File: src/rtl/fft_pkg.sv
// rtl/fft_pkg.sv - shared types and helpers for the FFT stage sequencer
package fft_pkg;

  typedef enum logic [1:0] {
    ST_IDLE  = 2'd0,
    ST_ISSUE = 2'd1,
    ST_DRAIN = 2'd2,
    ST_DONE  = 2'd3
  } state_t;

  localparam int BANKS        = 4;
  localparam int FFT_ADDRSIZE = 3;

  typedef struct packed {
    logic [1:0]              bank;
    logic [FFT_ADDRSIZE-1:0] addr;
  } loc_t;

  // Load layout: bank {n4^n1, n0}, addr n[4:2]; keeps every stage's reads and writes conflict-free.
  function automatic loc_t sample_loc(input logic [4:0] n);
    loc_t l;
    l.bank = {n[4] ^ n[1], n[0]};
    l.addr = n[4:2];
    return l;
  endfunction

  // Twiddle index: counter with its low s bits cleared; naturally 0 once s >= FFT_ADDRSIZE.
  function automatic logic [FFT_ADDRSIZE-1:0] tw_mask(input logic [FFT_ADDRSIZE-1:0] c,
                                                      input logic [2:0]              s);
    logic [FFT_ADDRSIZE-1:0] ones;
    ones = '1;
    return c & (ones << s);
  endfunction

endpackage

File: src/rtl/fft_stage_sequencer_if.sv
// rtl/fft_stage_sequencer_if.sv - control/address bundle between sequencer and RAM/PE datapath
interface fft_stage_sequencer_if #(
  parameter int ADDRSIZE = 3
);
  logic                start;
  logic                busy;
  logic                done;
  logic [2:0]          stage_num;
  logic                rd_en;
  logic [ADDRSIZE:0]   rd_addr0;
  logic [ADDRSIZE:0]   rd_addr1;
  logic [ADDRSIZE:0]   rd_addr2;
  logic [ADDRSIZE:0]   rd_addr3;
  logic                rd_sel;
  logic [ADDRSIZE-1:0] tw_addr;
  logic                wr_en;
  logic [ADDRSIZE:0]   wr_addr;
  logic                wr_sel;
  logic                result_page;

  modport master (
    input  start,
    output busy, done, stage_num, rd_en, rd_addr0, rd_addr1, rd_addr2, rd_addr3,
           rd_sel, tw_addr, wr_en, wr_addr, wr_sel, result_page
  );

  modport slave (
    output start,
    input  busy, done, stage_num, rd_en, rd_addr0, rd_addr1, rd_addr2, rd_addr3,
           rd_sel, tw_addr, wr_en, wr_addr, wr_sel, result_page
  );
endinterface

File: src/rtl/fft_sched_delay.sv
// rtl/fft_sched_delay.sv - valid/counter/page shift register aligning schedule to datapath latency
module fft_sched_delay #(
  parameter int DEPTH = 1,
  parameter int CW    = 3
) (
  input  logic          clk,
  input  logic          rst_n,
  input  logic          in_valid,
  input  logic [CW-1:0] in_c,
  input  logic          in_page,
  output logic          out_valid,
  output logic [CW-1:0] out_c,
  output logic          out_page
);

  localparam int W = CW + 2;

  generate
    if (DEPTH == 0) begin : g_wire
      assign out_valid = in_valid;
      assign out_c     = in_c;
      assign out_page  = in_page;
    end else begin : g_sr
      logic [W-1:0] sr [DEPTH];

      always_ff @(posedge clk or negedge rst_n) begin
        if (!rst_n) begin
          for (int i = 0; i < DEPTH; i++) sr[i] <= '0;
        end else begin
          sr[0] <= {in_valid, in_c, in_page};
          for (int i = 1; i < DEPTH; i++) sr[i] <= sr[i-1];
        end
      end

      assign {out_valid, out_c, out_page} = sr[DEPTH-1];
    end
  endgenerate

endmodule

File: src/rtl/fft_stage_sequencer.sv
// rtl/fft_stage_sequencer.sv - constant-geometry ping-pong schedule for the 32-point radix-2 FFT
module fft_stage_sequencer
  import fft_pkg::*;
#(
  parameter int ADDRSIZE   = FFT_ADDRSIZE,
  parameter int NUMSTAGES  = 5,
  parameter int NUMSAMPLES = 32,
  parameter int RD_LAT     = 1,
  parameter int PE_LAT     = 1
) (
  input  logic                  clk,
  input  logic                  rst_n,
  fft_stage_sequencer_if.master bus
);

  localparam int                  DLY    = RD_LAT + PE_LAT;
  localparam logic [ADDRSIZE-1:0] C_LAST = ADDRSIZE'(NUMSAMPLES / BANKS - 1);
  localparam logic [2:0]          S_LAST = 3'(NUMSTAGES - 1);
  localparam logic [2:0]          D_LAST = 3'(DLY - 1);

  state_t              state_q, state_d;
  logic [ADDRSIZE-1:0] c_q, c_d;
  logic [2:0]          s_q, s_d;
  logic [2:0]          drn_q, drn_d;

  always_ff @(posedge clk or negedge rst_n) begin
    if (!rst_n) begin
      state_q <= ST_IDLE;
      c_q     <= '0;
      s_q     <= '0;
      drn_q   <= '0;
    end else begin
      state_q <= state_d;
      c_q     <= c_d;
      s_q     <= s_d;
      drn_q   <= drn_d;
    end
  end

  always_comb begin
    state_d = state_q;
    c_d     = c_q;
    s_d     = s_q;
    drn_d   = drn_q;
    case (state_q)
      ST_IDLE: begin
        if (bus.start) begin
          state_d = ST_ISSUE;
          c_d     = '0;
          s_d     = '0;
        end
      end
      ST_ISSUE: begin
        if (c_q == C_LAST) begin
          state_d = ST_DRAIN;
          c_d     = '0;
          drn_d   = '0;
        end else begin
          c_d = c_q + 1'b1;
        end
      end
      // Next stage reads what this one writes, so wait for the last write to land.
      ST_DRAIN: begin
        if (drn_q == D_LAST) begin
          if (s_q == S_LAST) begin
            state_d = ST_DONE;
          end else begin
            state_d = ST_ISSUE;
            s_d     = s_q + 1'b1;
          end
        end else begin
          drn_d = drn_q + 1'b1;
        end
      end
      ST_DONE: begin
        state_d = ST_IDLE;
        s_d     = '0;
      end
      default: state_d = ST_IDLE;
    endcase
  end

  logic                issue_v, busy;
  logic                pe_v, pe_p, wr_v, wr_p;
  logic [ADDRSIZE-1:0] pe_c, wr_c;
  logic                page;

  assign issue_v = (state_q == ST_ISSUE);
  assign busy    = issue_v || (state_q == ST_DRAIN);
  assign page    = s_q[0];

  fft_sched_delay #(.DEPTH(RD_LAT), .CW(ADDRSIZE)) u_rd_dly (
    .clk       (clk),
    .rst_n     (rst_n),
    .in_valid  (issue_v),
    .in_c      (c_q),
    .in_page   (page),
    .out_valid (pe_v),
    .out_c     (pe_c),
    .out_page  (pe_p)
  );

  fft_sched_delay #(.DEPTH(PE_LAT), .CW(ADDRSIZE)) u_pe_dly (
    .clk       (clk),
    .rst_n     (rst_n),
    .in_valid  (pe_v),
    .in_c      (pe_c),
    .in_page   (pe_p),
    .out_valid (wr_v),
    .out_c     (wr_c),
    .out_page  (wr_p)
  );

  // Banks 2/3 swap the top address bit on odd counts so each cycle fetches pairs (i, i+16).
  assign bus.rd_en    = issue_v;
  assign bus.rd_addr0 = issue_v ? {page, c_q[0],        c_q[ADDRSIZE-1:1]} : '0;
  assign bus.rd_addr1 = issue_v ? {page, c_q[0],        c_q[ADDRSIZE-1:1]} : '0;
  assign bus.rd_addr2 = issue_v ? {page, ~c_q[0],       c_q[ADDRSIZE-1:1]} : '0;
  assign bus.rd_addr3 = issue_v ? {page, ~c_q[0],       c_q[ADDRSIZE-1:1]} : '0;

  assign bus.rd_sel  = pe_v & pe_c[0];
  assign bus.tw_addr = pe_v ? tw_mask(pe_c, s_q) : '0;

  assign bus.wr_en   = wr_v;
  assign bus.wr_addr = wr_v ? {~wr_p, wr_c} : '0;
  assign bus.wr_sel  = wr_v & wr_c[ADDRSIZE-1];

  assign bus.busy        = busy;
  assign bus.done        = (state_q == ST_DONE);
  assign bus.stage_num   = busy ? s_q : '0;
  assign bus.result_page = 1'(NUMSTAGES % 2);

endmodule

File: src/flat_wrapper.sv
// flat-port wrapper written by rule: the top's interface ports become plain ports
module fft_stage_sequencer_flat import fft_pkg::*;
#(
  parameter int ADDRSIZE   = FFT_ADDRSIZE,
  parameter int NUMSTAGES  = 5,
  parameter int NUMSAMPLES = 32,
  parameter int RD_LAT     = 1,
  parameter int PE_LAT     = 1
)
  (clk, rst_n, bus_start, bus_busy, bus_done, bus_stage_num, bus_rd_en, bus_rd_addr0, bus_rd_addr1, bus_rd_addr2, bus_rd_addr3, bus_rd_sel, bus_tw_addr, bus_wr_en, bus_wr_addr, bus_wr_sel, bus_result_page);
  fft_stage_sequencer_if #(.ADDRSIZE(ADDRSIZE)) bus_i ();
  input  logic clk;
  input  logic rst_n;
  input wire logic [$bits(bus_i.start)-1:0] bus_start;
  output wire logic [$bits(bus_i.busy)-1:0] bus_busy;
  output wire logic [$bits(bus_i.done)-1:0] bus_done;
  output wire logic [$bits(bus_i.stage_num)-1:0] bus_stage_num;
  output wire logic [$bits(bus_i.rd_en)-1:0] bus_rd_en;
  output wire logic [$bits(bus_i.rd_addr0)-1:0] bus_rd_addr0;
  output wire logic [$bits(bus_i.rd_addr1)-1:0] bus_rd_addr1;
  output wire logic [$bits(bus_i.rd_addr2)-1:0] bus_rd_addr2;
  output wire logic [$bits(bus_i.rd_addr3)-1:0] bus_rd_addr3;
  output wire logic [$bits(bus_i.rd_sel)-1:0] bus_rd_sel;
  output wire logic [$bits(bus_i.tw_addr)-1:0] bus_tw_addr;
  output wire logic [$bits(bus_i.wr_en)-1:0] bus_wr_en;
  output wire logic [$bits(bus_i.wr_addr)-1:0] bus_wr_addr;
  output wire logic [$bits(bus_i.wr_sel)-1:0] bus_wr_sel;
  output wire logic [$bits(bus_i.result_page)-1:0] bus_result_page;
  assign bus_i.start = bus_start;
  assign bus_busy = bus_i.busy;
  assign bus_done = bus_i.done;
  assign bus_stage_num = bus_i.stage_num;
  assign bus_rd_en = bus_i.rd_en;
  assign bus_rd_addr0 = bus_i.rd_addr0;
  assign bus_rd_addr1 = bus_i.rd_addr1;
  assign bus_rd_addr2 = bus_i.rd_addr2;
  assign bus_rd_addr3 = bus_i.rd_addr3;
  assign bus_rd_sel = bus_i.rd_sel;
  assign bus_tw_addr = bus_i.tw_addr;
  assign bus_wr_en = bus_i.wr_en;
  assign bus_wr_addr = bus_i.wr_addr;
  assign bus_wr_sel = bus_i.wr_sel;
  assign bus_result_page = bus_i.result_page;
  fft_stage_sequencer #(.ADDRSIZE(ADDRSIZE), .NUMSTAGES(NUMSTAGES), .NUMSAMPLES(NUMSAMPLES), .RD_LAT(RD_LAT), .PE_LAT(PE_LAT)) u_core (.clk(clk), .rst_n(rst_n), .bus(bus_i));
endmodule
File: config.mk
export PLATFORM = sky130hd
export DESIGN_NAME = fft_stage_sequencer_flat
export DESIGN_NICKNAME = d
export VERILOG_FILES = /design/src/rtl/fft_pkg.sv /design/src/rtl/fft_stage_sequencer_if.sv /design/src/rtl/fft_sched_delay.sv /design/src/rtl/fft_stage_sequencer.sv /design/src/flat_wrapper.sv
export SDC_FILE = /design/constraint.sdc
export NUM_CORES = 1
export LEC_CHECK = 0
export CORE_MARGIN = 5
export CORE_UTILIZATION = 50
export CTS_CLUSTER_DIAMETER = 60
export DETAILED_ROUTE_END_ITERATION = 6
export GPL_TIMING_DRIVEN = 0
export MAX_ROUTING_LAYER = met4
export PLACE_DENSITY_LB_ADDON = 0.05
export SLEW_MARGIN = 20
export SYNTH_ARGS = -nofsm -noshare
export SYNTH_HDL_FRONTEND = slang
export SYNTH_SLANG_ARGS = --single-unit
File: constraint.sdc
create_clock -name clk -period 2.9 [get_ports clk]
set_clock_uncertainty 0.2 [all_clocks]
set_input_delay 0.58 -clock clk [delete_from_list [all_inputs] [get_ports clk]]
set_output_delay 0.58 -clock clk [all_outputs]
set_load 0.02 [all_outputs]
; Word level (Yosys, flattened, before mapping)
; Cells that the tools add are included.
[totals]
mem_count = 0
input_bits = 3
output_inout_bits = 33
word_cells = 54
mem_bits_ro = 0
regBits = 21
latch_bits = 0
ram_bits = 0
[op_classes]
addsub = 3
bitwise = 5
mul = 0
n_shift = 1
n_eq_ne = 11
order_cmp = 0
reduce_logical = 9
mux = 19
n_div = 0
[op_table]
columns = operator, n
row1 = $mux W3, 8
row2 = $mux W4, 3
row3 = $pmux W3 S2, 2
row4 = $add A3 B1 Y3 const B, 3
row5 = $pmux W3 S3, 1
row6 = $mux W2, 4
row7 = $ne A2 B2 Y1 const B, 4
row8 = $pmux W2 S4, 1
row9 = $eq A3 B3 Y1 const B, 2
row10 = $reduce_and A3 Y1, 2
row11 = $eq A2 B2 Y1 const B, 2
row12 = $reduce_and A4 Y1, 1
row13 = $reduce_bool A2 Y1, 2
row14 = $and A3 B3 Y3, 1
row15 = $eq A3 B1 Y1 const B, 1
row16 = $reduce_bool A3 Y1, 1
row17 = $shl A3 B3 Y3 const A, 1
row18 = $and A1 B1 Y1, 2
row19 = $eq A2 B1 Y1 const B, 1
row20 = $logic_not A2 Y1, 1
row21 = $ne A2 B1 Y1 const B, 1
row22 = $not A1 Y1, 2
row23 = $reduce_and A2 Y1, 1
row24 = $logic_or A1 B1 Y1, 1

; Longest topological paths before layout
; Gate-level depths: netlist of run 1.
[logic_depth]
ltp_word = 4
mapped_depth = 6
ltp_nobuf = 6

; By module
; A second synthesis of run 1 with hierarchy kept.
[unflattened]
hier_cells = 109
hier_area_um2 = 1171.1
[by_module_without_submodules]
columns = mod, seq_area_each_um2, cells_each, area_per_inst_um2, n_inst
row1 = fft_stage_sequencer, 275.3, 99, 920.9, 1
row2 = fft_sched_delay, 125.1, 5, 125.1, 2

; Worst setup path after synthesis of run 1
; Ideal clock, no wire load.
[synth_path]
path_type = reg2out
startpoint = reg u_core.state_q[1]
endpoint = out bus_rd_addr3[2]
n_path_buf = 2
slack_ns = 0.506
required_ns = 2.120
stages_incl_launch_ff = 6
arrival_ns = 1.614
cell_sequence = dfrtp_1 -> inv_1 -> ha_1 -> buf_2 -> nor2b_1 -> buf_4
[synth_via]
elab_chain_len = 2
[synth_rtl]
columns = element, line
row1 = start: declaration, fft_stage_sequencer.sv:21  ; state_t state_q, state_d;
row2 = start signal: assignment, fft_stage_sequencer.sv:33  ; state_q <= state_d;
row3 = $eq A2 B1 Y1, fft_stage_sequencer.sv:88  ; assign issue_v = (state_q == ST_ISSUE);
row4 = net bus_rd_en, flat_wrapper.sv:18  ; output wire logic [$bits(bus_i.rd_en)-1:0] bus_rd_en;
row5 = $mux W4, -
row6 = end: declaration, flat_wrapper.sv:22  ; output wire logic [$bits(bus_i.rd_addr3)-1:0] bus_rd_addr3;
; The timed path passes the listed nets, and every way through them passes these cells.

; Worst setup path in the final report of run 1
[layout_path]
startpoint = reg u_core.state_q[1]
endpoint = out bus_rd_addr3[0]
[layout_via]
elab_chain_len = 2
[layout_rtl]
columns = element, line
row1 = $eq A2 B1 Y1, fft_stage_sequencer.sv:88
row2 = $mux W4, fft_stage_sequencer.sv:119  ; assign bus.rd_addr3 = issue_v ? {page, ~c_q[0], c_q[ADDRSIZE-1:1]} : '0;
; Every way passes these cells.

==> flow_summary.yaml, run 1 <==
job:
  cap_violations: 0
synthesis:
  ys_types: 35
  ys.flop_type: "dfrtp_1"
  yosysTopAreaCell: "dfrtp_1"
  syn_inst: 114
  synth_area_leaders: "dfrtp_1 (42%), ha_1 (12%), buf_4 (7.9%), and2_1 (4.0%), inv_1 (3.0%)"
  ys_ff_latch: 21
  ys_warn_count: 0
  yosysSeqAreaShare_pct: 42.3
  synth.avg_cell_area_um2: 10.9
  synth_fp_nets: 129
  yosysTopAreaCellShare_pct: 42.3
  synth_area_um2: 1240
  synth_edf_count: 0
  postSynth.asyncResetShare_pct: 100
clocking:
  cts.sinks: 21
  cts_max_level: 1
  cts.clk_slew.worst_paths_ns: 0.13
  cts_tree: "built"
  clock-root-buffer: "clkbuf_4"
  clk_latency_ns: 0.31
  cts_made_buffers: 3
  cts_buffer_depth: 2
pwr:
  total_power_uw: 451
  leakagePower_nw: 0.920
  p_int_uw: 347
  power_density_nw_per_um2: 273
  p_switching_uw: 104
  vdd_ir_drop_max_uv: 174
  p_seq_share_pct: 64.9
  combPwrFrac_pct: 2.2
  p_sw_share_pct: 23.0
  pwr-share-clk_pct: 32.9
global_routing:
  overflow: 0
  antenna_found_initial: 0
  grt_pass1_vias: 991
  grt_max_degree: 22
  track_usage_pct: 17.2
  grt_pass1_wl_um: 4440
floorplan:
  die-height_um: 59.9
  rows: 18
  die-area_um2: 3580
  start_util_pct: 51.1
  coreArea_um2: 2430
  io-pin-count: 36
  die_x_um: 59.9
route:
  drt_wl_total_um: 2740
  drc: 0
  drt_iter0_markers: 9
  vias: 949
  routedWlPerCell_um: 14.9
  viasPerCell: 5.16
  first_pass_iters: 4
  antenna_left: 0
setup_path:
  crit_fanout: 10
  end_kind: "primary output"
  critPathKind: "reg -> out"
  r2r_end: "u_core.state_q[0]"
  slowest_stage: "dfrtp_1"
  crit_path_cell_trace: "inv_1, ha_1, buf_4, and2_1, buf_4, dlygate4sd2_1"
  crit_path_max_incr_delay_ns: 0.45
  start_kind: "register"
  arrival_ns: 1.95
  r2r_cells: 6
  critPathMostFrequentCell: "buf_4"
  path_buf_inv: 4
  crit_family: "buffers and inverters"
  timing.rr.start: "u_core.state_q[1]"
  required_ns: 2.12
  reg2reg_slack_ns: 1.00
sta:
  rsz0062_at_grt: "false"
  max_clock_freq_ghz: 0.366
  fin_crit_ns: 2.73
  finalSetupViolCount: 0
  whs_ns: -0.00258
  post-route-period-util_pct: 94.1
  drv_slew: 0
  finalHoldViolations: 8
  finalSetupTns_ns: 0
place:
  hpwl_um: 2120
  place_area_um2: 1620
  io_buffers: 34
  gp_congestion: 0.886
status:
  violations: "hold timing"
  status: "finished, violations left"
final_layout:
  seq_area_um2: 526
  areaGrowthSynthToFinish_pct: 32.9
  antenna_cells: 0
  num-fill-cells: 222
  multi_input_area_um2: 572
  design_area_um2: 1650
  final_nets: 170
  drive_gt1_share_pct: 19.5
worst_hold_path:
  hp-class: "in -> async"
[through the flow]
step | setup WS [ns] | instances | hold WS (ns) | util (%)
floorplan | 0.506 | 114 | 0.0844 | -
global placement | 0.221 | 178 | 0.139 | 66.6
detailed placement | 0.204 | 178 | 0.146 | 66.6
CTS | 0.0206 | 182 | 0.175 | 67.1
global route | 0.0371 | 184 | 0.0342 | 67.9
finish | 0.170 | 184 | -0.00258 | 67.9
[flip-flops by register name, indices dropped and copies added (netlist names)]
register                 flops
u_core.c_q                   3
u_core.drn_q                 3
u_core.s_q                   3
u_core.state_q               2
u_core.u_pe_dly.g_sr.sr      5
u_core.u_rd_dly.g_sr.sr      5
[worst max path at each step]
stage | start | end | slack, ns | depth (start not counted)
finish | u_core.state_q[1] | bus_rd_addr3[0] | 0.17 | 6
global route | u_core.state_q[1] | bus_rd_addr2[1] | 0.04 | 6
CTS | u_core.state_q[1] | bus_rd_addr0[2] | 0.02 | 5
detailed placement | u_core.state_q[1] | bus_rd_addr1[3] | 0.20 | 6
global placement | u_core.state_q[1] | bus_rd_addr2[0] | 0.22 | 6
floorplan | u_core.state_q[1] | bus_rd_addr3[2] | 0.51 | 5
[Yosys cell counts, types with 3 or more instances]
cell type	n
dfrtp_1	21
a32o_1	3
nor2b_1	3
nand3_1	3
buf_4	13
nor2_1	7
inv_1	10
ha_1	12
and2_1	8
[cells in the final DEF (no fill, tap or decap), drive strengths merged, types with 2 or more instances in the layout]
master / count
o21ai: 2
nand3: 3
buf: 18
clkdlybuf4s50: 14
ha: 12
a32o: 3
o2111ai: 2
nand2: 2
dlygate4sd2: 15
dfrtp: 21
nor2b: 4
dlymetal6s2s: 4
nor2: 7
a22o: 2
and2: 8
clkbuf: 3
and2b: 2
nand2b: 3
a211oi: 2
and3: 2
inv: 10
[what timing repair did]
action	4_1_cts	5_1_grt
setup endpoints to repair	16	4
hold buffers	0	0
buffers inserted	0	2
gates resized for setup	16	4
gates cloned	0	0
[metal layers]
layer | global-route usage [%] | share of wire (%)
met5 | - | 0
met1 | 19.5 | 44
met4 | 7.59 | 2.5
met2 | 29.5 | 49
met3 | 2.81 | 4.9
[cell type report]
type | instances | area share [%]
multi-input cells | 68 | 34.6
clock buffers | 3 | 1.36
plain buffers | 15 | 6.67
repair buffers | 36 | 20.7
clock inverters | 1 | 0.303
inverters | 10 | 2.27
flip-flops and latches | 21 | 31.8
well taps | 30 | 2.27
[cell families (layout without fill, tap and decap cells)]
group,Yosys count,count (layout),synth area share (%)
other,1,1,0.302
and+or+nand+nor,34,34,16.5
adders and majority gates,12,12,12.1
AOI/OAI and AO/OA,19,19,15.1
muxes,2,2,2.01
DFF,21,21,42.3
buffers and inverters,25,65,11.7
[worst register-to-register path, stage by stage (launching register included)]
cell and delay [ns]:
dfrtp_1 0.44, inv_1 0.10, ha_1 0.24, buf_4 0.19
nor2b_2 0.18, a211oi_2 0.26, mux2i_1 0.23
[power by group through the flow]
| stage | clock network, mW | logic [mW] | registers (mW) |
|---|---|---|---|
| after global placement | 0 | 0.0112 | 0.298 |
| after floorplan | 0 | 0.00256 | 0.298 |
| after global routing | 0.162 | 0.0118 | 0.293 |
| after detailed placement | 0 | 0.0114 | 0.298 |
| final | 0.148 | 0.0100 | 0.293 |
| after CTS | 0.151 | 0.0114 | 0.293 |
Note: power is estimated with default switching activity, not from simulation.
==> run 2, diff against run 1 <==
--- a/config.mk
+++ b/config.mk
@@ -7,6 +7,7 @@
 export LEC_CHECK = 0
 export CORE_MARGIN = 5
 export CORE_UTILIZATION = 50
+export CTS_BUF_LIST = sky130_fd_sc_hd__clkbuf_8 sky130_fd_sc_hd__clkbuf_16
 export CTS_CLUSTER_DIAMETER = 60
 export DETAILED_ROUTE_END_ITERATION = 6
 export GPL_TIMING_DRIVEN = 0
==> constraint.sdc (replaced) <==
create_clock -name clk -period 2.9 [get_ports clk]
set_clock_uncertainty 0.2 [all_clocks]
set_input_delay 0.58 -clock clk [delete_from_list [all_inputs] [get_ports clk]]
set_output_delay 0.58 -clock clk [all_outputs]
set_load 0.05 [all_outputs]
==> run 2 against run 1 <==
  * Final cell count down 1.1%
  * Flip-flop and latch count unchanged
  * Combinational power up 24%
  * The flow now finishes without violations
==> flow_summary.yaml, run 2 (same netlist as run 1, synthesis figures left out) <==
status:
  status: "completed"
sta:
  post-route-period-util_pct: 97.4
  fin_crit_ns: 2.82
  whs_ns: 0.168
  drv_slew: 0
  setup_slack_ns: 0.0750
  finalHoldViolations: 0
  finalSetupViolCount: 0
  finalSetupTns_ns: 0
  worst_pin_slew_ns: 0.927
  maxSlewHeadroom_pct: 38.0
  max_clock_freq_ghz: 0.354
  rsz0062_at_grt: "false"
pwr:
  power_density_nw_per_um2: 310
  total_power_uw: 493
  leakagePower_nw: 0.826
  vdd_ir_drop_max_uv: 390
setup_path:
  critPathKind: "reg -> out"
  arrival_ns: 2.04
  reg2reg_slack_ns: 0.97
  crit_fanout: 5
  required_ns: 2.12
  start_kind: "register"
  end_kind: "primary output"
route:
  first_pass_iters: 4
  drt_wl_total_um: 2670
  drt_iter0_markers: 15
  vias: 935
  drc: 0
  antenna_left: 0
  routedWlPerCell_um: 14.7
  viasPerCell: 5.14
floorplan:
  io-pin-count: 36
  start_util_pct: 51.1
  die_x_um: 59.9
  coreArea_um2: 2430
  rows: 18
  die-height_um: 59.9
  die-area_um2: 3580
final_layout:
  reg_top3: "u_core.u_pe_dly.g_sr.sr x5, u_core.u_rd_dly.g_sr.sr x5"
  seq_area_um2: 526
  num-fill-cells: 216
  stdcell_count: 182
  design_area_um2: 1590
  final_nets: 168
  utilization_pct: 65.5
  antenna_cells: 0
  layout_commonest_cell: "dfrtp_1"
  drive_gt1_share_pct: 27.6
  multi_input_area_um2: 574
  mostFrequentLayoutCells: "dfrtp_1 (21), clkdlybuf4s50_1 (15), clkbuf_2 (14)"
  areaGrowthSynthToFinish_pct: 28.2
global_routing:
  track_usage_pct: 17.5
  grt_pass1_vias: 1034
  grt_max_degree: 22
  overflow: 0
  grt_pass1_wl_um: 4580
  antenna_found_initial: 0
place:
  hpwl_um: 2070
  place_ws_ns: 0.0148
  place_inst: 178
  io_buffers: 34
  place_area_um2: 1620
  gp_congestion: 0.886
worst_hold_path:
  hp-class: "reg -> reg"
clocking:
  cts_tree: "built"
  cts.sinks: 21
  post_cts_buffers: 0
  cts_max_level: 1
  clk_latency_ns: 0.26
  cts.clk_slew.worst_paths_ns: 0.07
  cts_buffer_depth: 2
  cts_made_buffers: 3
  cts-hold-fix-buffers: 0
  clock-root-buffer: "clkbuf_8"
job:
  cap_violations: 0
-- run 2: changes by cell type in the layout (fill, tap and decap cells not counted) --
| cell | change |
|---|---|
| clkdlybuf4s50_1 | +1 |
| clkbuf_8 | +3 |
| clkbuf_4 | -3 |
| nor2b_1 | -1 |
| dlygate4sd2_1 | -10 |
| clkbuf_2 | +14 |
| dlymetal6s2s_1 | -4 |
| nor2b_2 | +1 |
| buf_4 | -3 |
-- run 2: worst paths after layout --
check                                           start                          to  cells after the start
max in group asynchronous                       rst_n             u_core.drn_q[2]                      1
setup reg to reg                    u_core.state_q[1]             u_core.drn_q[1]                      6
min in group asynchronous                       rst_n  u_core.u_pe_dly.g_sr.sr[4]                      1
hold / removal             u_core.u_rd_dly.g_sr.sr[0]  u_core.u_pe_dly.g_sr.sr[0]                      0
setup / recovery                        u_core.s_q[0]              bus_tw_addr[2]                      5
hold reg to reg            u_core.u_rd_dly.g_sr.sr[0]  u_core.u_pe_dly.g_sr.sr[0]                      0
-- run 2: worst max-delay path, cell delays in order (launching register included) --
cell and delay, ns:
dfrtp_1 0.45, ha_1 0.22, inv_1 0.05, ha_1 0.12
and3_1 0.15, clkdlybuf4s50_1 0.80
-- run 2: cell type report --
| class | count | share of cell area (%) |
|---|---|---|
| Timing Repair Buffer | 34 | 16.6 |
| Multi-Input combinational cell | 68 | 36.1 |
| Tap cell | 30 | 2.36 |
| Buffer | 15 | 6.76 |
| Sequential cell | 21 | 33.0 |
| Inverter | 10 | 2.36 |
| Clock inverter | 1 | 0.314 |
| Clock buffer | 3 | 2.59 |
-- run 2: repair_timing --
item                                    4_1_cts  5_1_grt
endpoints found under the setup margin       19       14
resized for setup                            19       28
endpoints found under the hold margin         0        0
-- run 2: where the power goes --
group          switching, mW  internal, mW
registers                  0         0.293
logic                0.00871       0.00367
clock network         0.0927        0.0955
-- run 2: per-layer routing --
layer	vias up	wire length [µm]	GRT usage, %
li1	460	-	-
met5	-	0	-
met3	2	109	4.10
met2	23	1400	30.7
met4	0	16	4.43
met1	450	1150	20.0
